<file path="config.mk">
export PLATFORM = sky130hd
export DESIGN_NAME = keypad_event_filter
export DESIGN_NICKNAME = d
export VERILOG_FILES = /design/src/rtl/keypad_event_filter.sv
export SDC_FILE = /design/constraint.sdc
export NUM_CORES = 1
export LEC_CHECK = 0
export BUFFER_PORTS_ARGS = -buffer_cell sky130_fd_sc_hd__buf_2
export CORE_ASPECT_RATIO = 0.9
export CORE_UTILIZATION = 45
export CTS_BUF_LIST = sky130_fd_sc_hd__clkbuf_8 sky130_fd_sc_hd__clkbuf_16
export DETAILED_ROUTE_END_ITERATION = 8
export SLEW_MARGIN = 20
export SYNTH_ARGS = -nofsm -noshare
export SYNTH_HDL_FRONTEND = slang
export SYNTH_SLANG_ARGS = --single-unit
</file>
<file path="constraint.sdc">
create_clock -name clk -period 2.9 [get_ports clk]
set_clock_uncertainty 0.15 [all_clocks]
set_input_delay 0.145 -clock clk [delete_from_list [all_inputs] [get_ports clk]]
set_output_delay 0.145 -clock clk [all_outputs]
set_load 0.02 [all_outputs]
</file>
<file path="src/rtl/keypad_event_filter.sv">
// Turns raw keypad levels into debounced, single-shot connect4 column events.
// Each event is held in a one-entry valid/ready register until it is accepted.
module keypad_event_filter #(
  parameter int unsigned DEBOUNCE_CYCLES = 1000000,
  parameter int unsigned CNT_W           = 20
) (
  input  logic       clk,
  input  logic       rst_n,
  input  logic       key_pressed,
  input  logic [3:0] key_code,
  input  logic       pop_mode,
  input  logic       flush,
  input  logic       ev_ready,
  output logic       ev_valid,
  output logic [2:0] ev_col,
  output logic       ev_pop,
  output logic       overflow,
  output logic [1:0] fsm_state
);

  localparam logic [CNT_W-1:0] CNT_LAST = CNT_W'(DEBOUNCE_CYCLES - 1);

  typedef enum logic [1:0] {
    IDLE     = 2'd0,
    DB_PRESS = 2'd1,
    WAIT_REL = 2'd2,
    DB_REL   = 2'd3
  } state_e;

  logic [1:0] pressed_sync_q;
  logic [3:0] code_s1_q, code_s2_q;
  logic [1:0] pop_sync_q;

  logic       pressed_s;
  logic [3:0] code_s;
  logic       pop_s;

  state_e           state_q, state_d;
  logic [CNT_W-1:0] cnt_q, cnt_d;
  logic [3:0]       code_lat_q, code_lat_d;
  logic             qualify;
  logic             load;

  logic       ev_valid_q, ev_valid_d;
  logic [2:0] ev_col_q, ev_col_d;
  logic       ev_pop_q, ev_pop_d;
  logic       overflow_q, overflow_d;

  // Two-flop synchronisers for the asynchronous keypad inputs
  always_ff @(posedge clk or negedge rst_n) begin
    if (!rst_n) begin
      pressed_sync_q <= '0;
      code_s1_q      <= '0;
      code_s2_q      <= '0;
      pop_sync_q     <= '0;
    end else begin
      pressed_sync_q <= {pressed_sync_q[0], key_pressed};
      code_s1_q      <= key_code;
      code_s2_q      <= code_s1_q;
      pop_sync_q     <= {pop_sync_q[0], pop_mode};
    end
  end

  assign pressed_s = pressed_sync_q[1];
  assign code_s    = code_s2_q;
  assign pop_s     = pop_sync_q[1];

  always_ff @(posedge clk or negedge rst_n) begin
    if (!rst_n) begin
      state_q    <= IDLE;
      cnt_q      <= '0;
      code_lat_q <= '0;
      ev_valid_q <= 1'b0;
      ev_col_q   <= '0;
      ev_pop_q   <= 1'b0;
      overflow_q <= 1'b0;
    end else begin
      state_q    <= state_d;
      cnt_q      <= cnt_d;
      code_lat_q <= code_lat_d;
      ev_valid_q <= ev_valid_d;
      ev_col_q   <= ev_col_d;
      ev_pop_q   <= ev_pop_d;
      overflow_q <= overflow_d;
    end
  end

  // Press/release debounce; a code change mid-press restarts the debounce
  always_comb begin
    state_d    = state_q;
    cnt_d      = cnt_q;
    code_lat_d = code_lat_q;
    qualify    = 1'b0;
    unique case (state_q)
      IDLE: begin
        if (pressed_s) begin
          state_d    = DB_PRESS;
          cnt_d      = '0;
          code_lat_d = code_s;
        end
      end
      DB_PRESS: begin
        if (!pressed_s || (code_s != code_lat_q)) begin
          state_d = IDLE;
        end else if (cnt_q == CNT_LAST) begin
          qualify = 1'b1;
          state_d = WAIT_REL;
        end else begin
          cnt_d = cnt_q + CNT_W'(1);
        end
      end
      WAIT_REL: begin
        if (!pressed_s) begin
          state_d = DB_REL;
          cnt_d   = '0;
        end
      end
      DB_REL: begin
        if (pressed_s) begin
          state_d = WAIT_REL;
        end else if (cnt_q == CNT_LAST) begin
          state_d = IDLE;
        end else begin
          cnt_d = cnt_q + CNT_W'(1);
        end
      end
      default: state_d = IDLE;
    endcase
  end

  // Only column keys 1..7 become events
  assign load = qualify && !code_lat_q[3] && (code_lat_q != 4'd0);

  // One-entry event register; flush wins over load and accept
  always_comb begin
    ev_valid_d = ev_valid_q;
    ev_col_d   = ev_col_q;
    ev_pop_d   = ev_pop_q;
    overflow_d = 1'b0;
    if (flush) begin
      ev_valid_d = 1'b0;
    end else if (load) begin
      if (!ev_valid_q || ev_ready) begin
        ev_valid_d = 1'b1;
        ev_col_d   = 3'(code_lat_q - 4'd1);
        ev_pop_d   = pop_s;
      end else begin
        overflow_d = 1'b1;
      end
    end else if (ev_ready) begin
      ev_valid_d = 1'b0;
    end
  end

  assign ev_valid  = ev_valid_q;
  assign ev_col    = ev_col_q;
  assign ev_pop    = ev_pop_q;
  assign overflow  = overflow_q;
  assign fsm_state = state_q;

endmodule

</file>
==> metrics.md <==
| Metric | Value |
|---|---|
| Status | `finished, final reports clean` |
| Fmax | `around 430 MHz` |
| Critical-path top delay cell | `and2_1` |
| Syn avg cell area | `around 10 µm²` |
| Clock Path Buffers | `2` |
| Post-CTS resize count | `0` |
| Area grow syn2layout | `15.1%` |
| Final setup fails | `0` |
| Setup slack, reg-to-reg | `0.56 ns` |
| Final period utilization | `0.806` |
| Inserted Diodes | `0` |
| # IOs | `18` |
| RR Startpoint | `cnt_q[1]` |
| RD Place Congestion | `~0.9` |
| Final hold slack | `around 0.21 ns` |
| Core Box Area | `between 4000 and 5000 µm²` |
| Synth Area in Adders | `0.0119` |
| Hold worst-path end | `code_s[3]` |
| Slew of the pin with the lowest slew margin | `~0.91 ns` |
| Mux share of post-synthesis cell area | `0.0286` |
| Max Cap Violations | `0` |
| Cell Rows | `23` |
| H-tree Lvls | `2` |
| Tot Pwr | `roughly 0.0012 W` |
| Die X | `~74 µm` |
| Fin. max-slew vios | `0` |
| Die Y | `~67 µm` |
| GRT overflow | `0` |
| Fin. Hold Viols | `0` |
| TritonCTS Sinks | `between 40 and 50` |
| Async SR Flop Fraction | `1.00` |
| HP Class | `flop to flop` |
| TritonCTS buffer count | `5` |
| Power per cell area | `around 490 nW/µm²` |
| Reg-to-reg endpoint | `cnt_q[3]` |
| Setup repair after global routing missed its margin | `no` |
| Delay-heaviest family, CP | `simple AND/OR/NAND/NOR gates` |
| Commonest non-fill, non-tap cell in the layout | `dfrtp_1` |
| Largest family of logic cells by synthesized area | `simple AND/OR/NAND/NOR gates` |
| Antenna Nets Post-Route | `0` |
| Synth cell types | `between 40 and 50` |
| Via count | `1677` |
| DRC Markers | `0` |
| Crit. End Element | `flop` |
| CTS tree | `yes` |
| Post-CTS Repair Setup Buffers | `0` |
| Synth Area in XOR/XNOR | `0.0250` |
| CTS clk-pin slew, worst paths | `~0.09 ns` |
| Startpoint Class | `flop` |
| First-pass GRT wire length | `~8000 µm` |
| Synth Instances | `just over 200` |
| Drt wl/cell | `15.7 µm` |
| Drt first pass iters | `4` |
| Detailed placer's ending HPWL | `between 3000 and 4000 µm` |
| Crit path largest cell delay | `roughly 0.51 ns` |
| VDD IR max | `about 0.00033 V` |
| Cell area after placement | `about 2200 µm²` |
| Commonest cells after routing, fill and taps aside | `dfrtp_1 (44), nand2_1 (24), buf_2 (16), or4_1 (12), nand3_1 (11)` |
| Clk Tree Root Cell | `clkbuf_8` |
| Largest net degree at the start of global routing | `between 40 and 50` |
| Worst-path cell chain | `ha_1 -> nand2_1 -> nor3_1 -> and2_1 -> or4_1 -> a21oi_1` |
| Share of post-route cells with drive strength above 1 | `0.166` |
| Top-area cell type share of the netlist area | `0.523` |
| Nets@finish | `240` |
| CP max FO | `13` |
| 1st-iter DRT viols | `approximately 130` |
| Hold Startpoint | `code_s1_q[3]` |
| Initial core utilization | `0.472` |
| Initial antenna violation count | `0` |
| Routed WL | `4560 µm` |
| All-Layer GR Usage | `0.215` |
| Worst EP arrival | `~2.4 ns` |
| Mapped Nets | `between 200 and 250` |
| Die Area | `a little under 5000 µm²` |
| WHS Path Cells | `0` |
| Seq cells post-synth | `between 40 and 50` |
| Syn Std Cell Area | `approximately 2100 µm²` |
| Ys Warns | `0` |
| Compound-gate portion of the synthesized area | `0.119` |
| Final setup TNS | `0 ns` |
| Worst reg-to-reg path cell count | `6` |
| Vias in the first global route | `1740` |
| Top_reg_cell synth | `dfrtp_1` |
| Post-synth EDFFs | `0` |
| Critical path class | `flop to flop` |
| Register area share after synthesis | `0.523` |
| Vias per cell | `between 5 and 6` |
| Yosys top cell by area | `dfrtp_1` |
| Port Buf Inserts | `17` |
| Slew HR | `0.387` |
| Skew-Pair Late Insertion Delay | `between 0.2 and 0.3 ns` |
| Leakage | `1.03 nW` |
| Synth area leaders | `dfrtp_1 (52%), nand2_1 (4.3%), or4_1 (4.3%)` |
| Post-synthesis simple-gate area fraction | `0.267` |
| Period minus WS final | `approximately 2.3 ns` |
| Buf+Inv Stages, Crit Path | `0` |
| Design Area, Final | `around 2400 µm²` |
| Critical Path RT | `around 3 ns` |
==> layer usage <==
layer | track usage | part of all wire | vias up
met2 | 0.340 | 0.45 | 36
met5 | 0 | 0 | -
met1 | 0.297 | 0.50 | 834
met3 | 0.0424 | 0.036 | 5
li1 | - | - | 802
met4 | 0.0625 | 0.0055 | 0
==> where the power goes <==
part / switching, W / total (W) / leakage, nW / internal, W
logic: 0.0000658 / 0.000119 / 0.414 / 0.0000528
registers: 0.0000275 / 0.000667 / 0.576 / 0.000639
clock network: 0.000220 / 0.000391 / 0.0404 / 0.000171
total: 0.000313 / 0.00118 / 1.03 / 0.000863
==> metrics by stage <==
stage | setup slack [ns] | utilization | instances
after floorplan | 0.831 | - | 203
after global routing | 0.319 | 0.543 | 291
final | 0.562 | 0.543 | 291
after detailed placement | 0.628 | 0.501 | 274
after global placement | 0.743 | 0.501 | 274
after CTS | 0.596 | 0.542 | 291
==> sequential cells by signal (all words and copies together) (netlist names), 2 cells and up <==
| register | count |
|---|---|
| pop_sync_q | 2 |
| code_lat_q | 4 |
| code_s1_q | 4 |
| fsm_state | 2 |
| ev_col | 3 |
| cnt_q | 20 |
| code_s | 4 |
| pressed_sync_q | 2 |
==> synthesized netlist by cell type (all sizes together) (2+ instances only) <==
| library cell | instances |
|---|---|
| o41ai | 2 |
| nor4 | 2 |
| or3 | 4 |
| nor2 | 8 |
| o211ai | 6 |
| a21oi | 10 |
| and3 | 3 |
| o21ai | 10 |
| o31ai | 6 |
| dfrtp | 44 |
| nand3 | 11 |
| o311ai | 2 |
| inv | 4 |
| and2 | 3 |
| buf | 3 |
| nor3 | 4 |
| or2 | 2 |
| nand2b | 5 |
| or4 | 12 |
| and4 | 2 |
| ha | 2 |
| clkbuf | 6 |
| xnor2 | 5 |
| mux2 | 5 |
| nand2 | 24 |
| nand4bb | 2 |
| nor4b | 2 |
| nand4 | 7 |
==> worst max path at each step <==
stage                     startpoint        to  slack [ns]  cells past startpoint
after detailed placement    cnt_q[1]  cnt_q[3]        0.63                      6
after global routing        cnt_q[0]  cnt_q[7]        0.32                      6
final                       cnt_q[1]  cnt_q[3]        0.56                      6
after global placement     cnt_q[13]  cnt_q[0]        0.74                      5
after CTS                   cnt_q[1]  cnt_q[7]        0.60                      6
after floorplan            cnt_q[13]  cnt_q[0]        0.83                      5
==> cells by family (layout without fill, tap and decap cells) <==
family,Yosys count,count (layout)
adders and majority gates,2,2
xor gates and xnor gates,6,6
muxes,5,5
and+or+nand+nor,94,94
AOI/OAI and AO/OA,39,39
DFF,44,44
buffers and inverters,13,39
==> timing repair <==
item / in CTS / in global routing
endpoints found under the hold margin: 52 / 0
hold buffers: 9 / 0
setup endpoints to repair: 0 / 0
==> cell type report <==
class / instances / area (µm²)
Clock buffer: 5 / 68.8
Tap cell: 62 / 77.6
Sequential cell: 44 / 1100
Multi-Input combinational cell: 146 / 950
Fill cell: 401 / 2040
Timing Repair Buffer: 27 / 185
Inverter: 4 / 15.0
Clock inverter: 3 / 23.8
(Power assumes the default switching activity.)
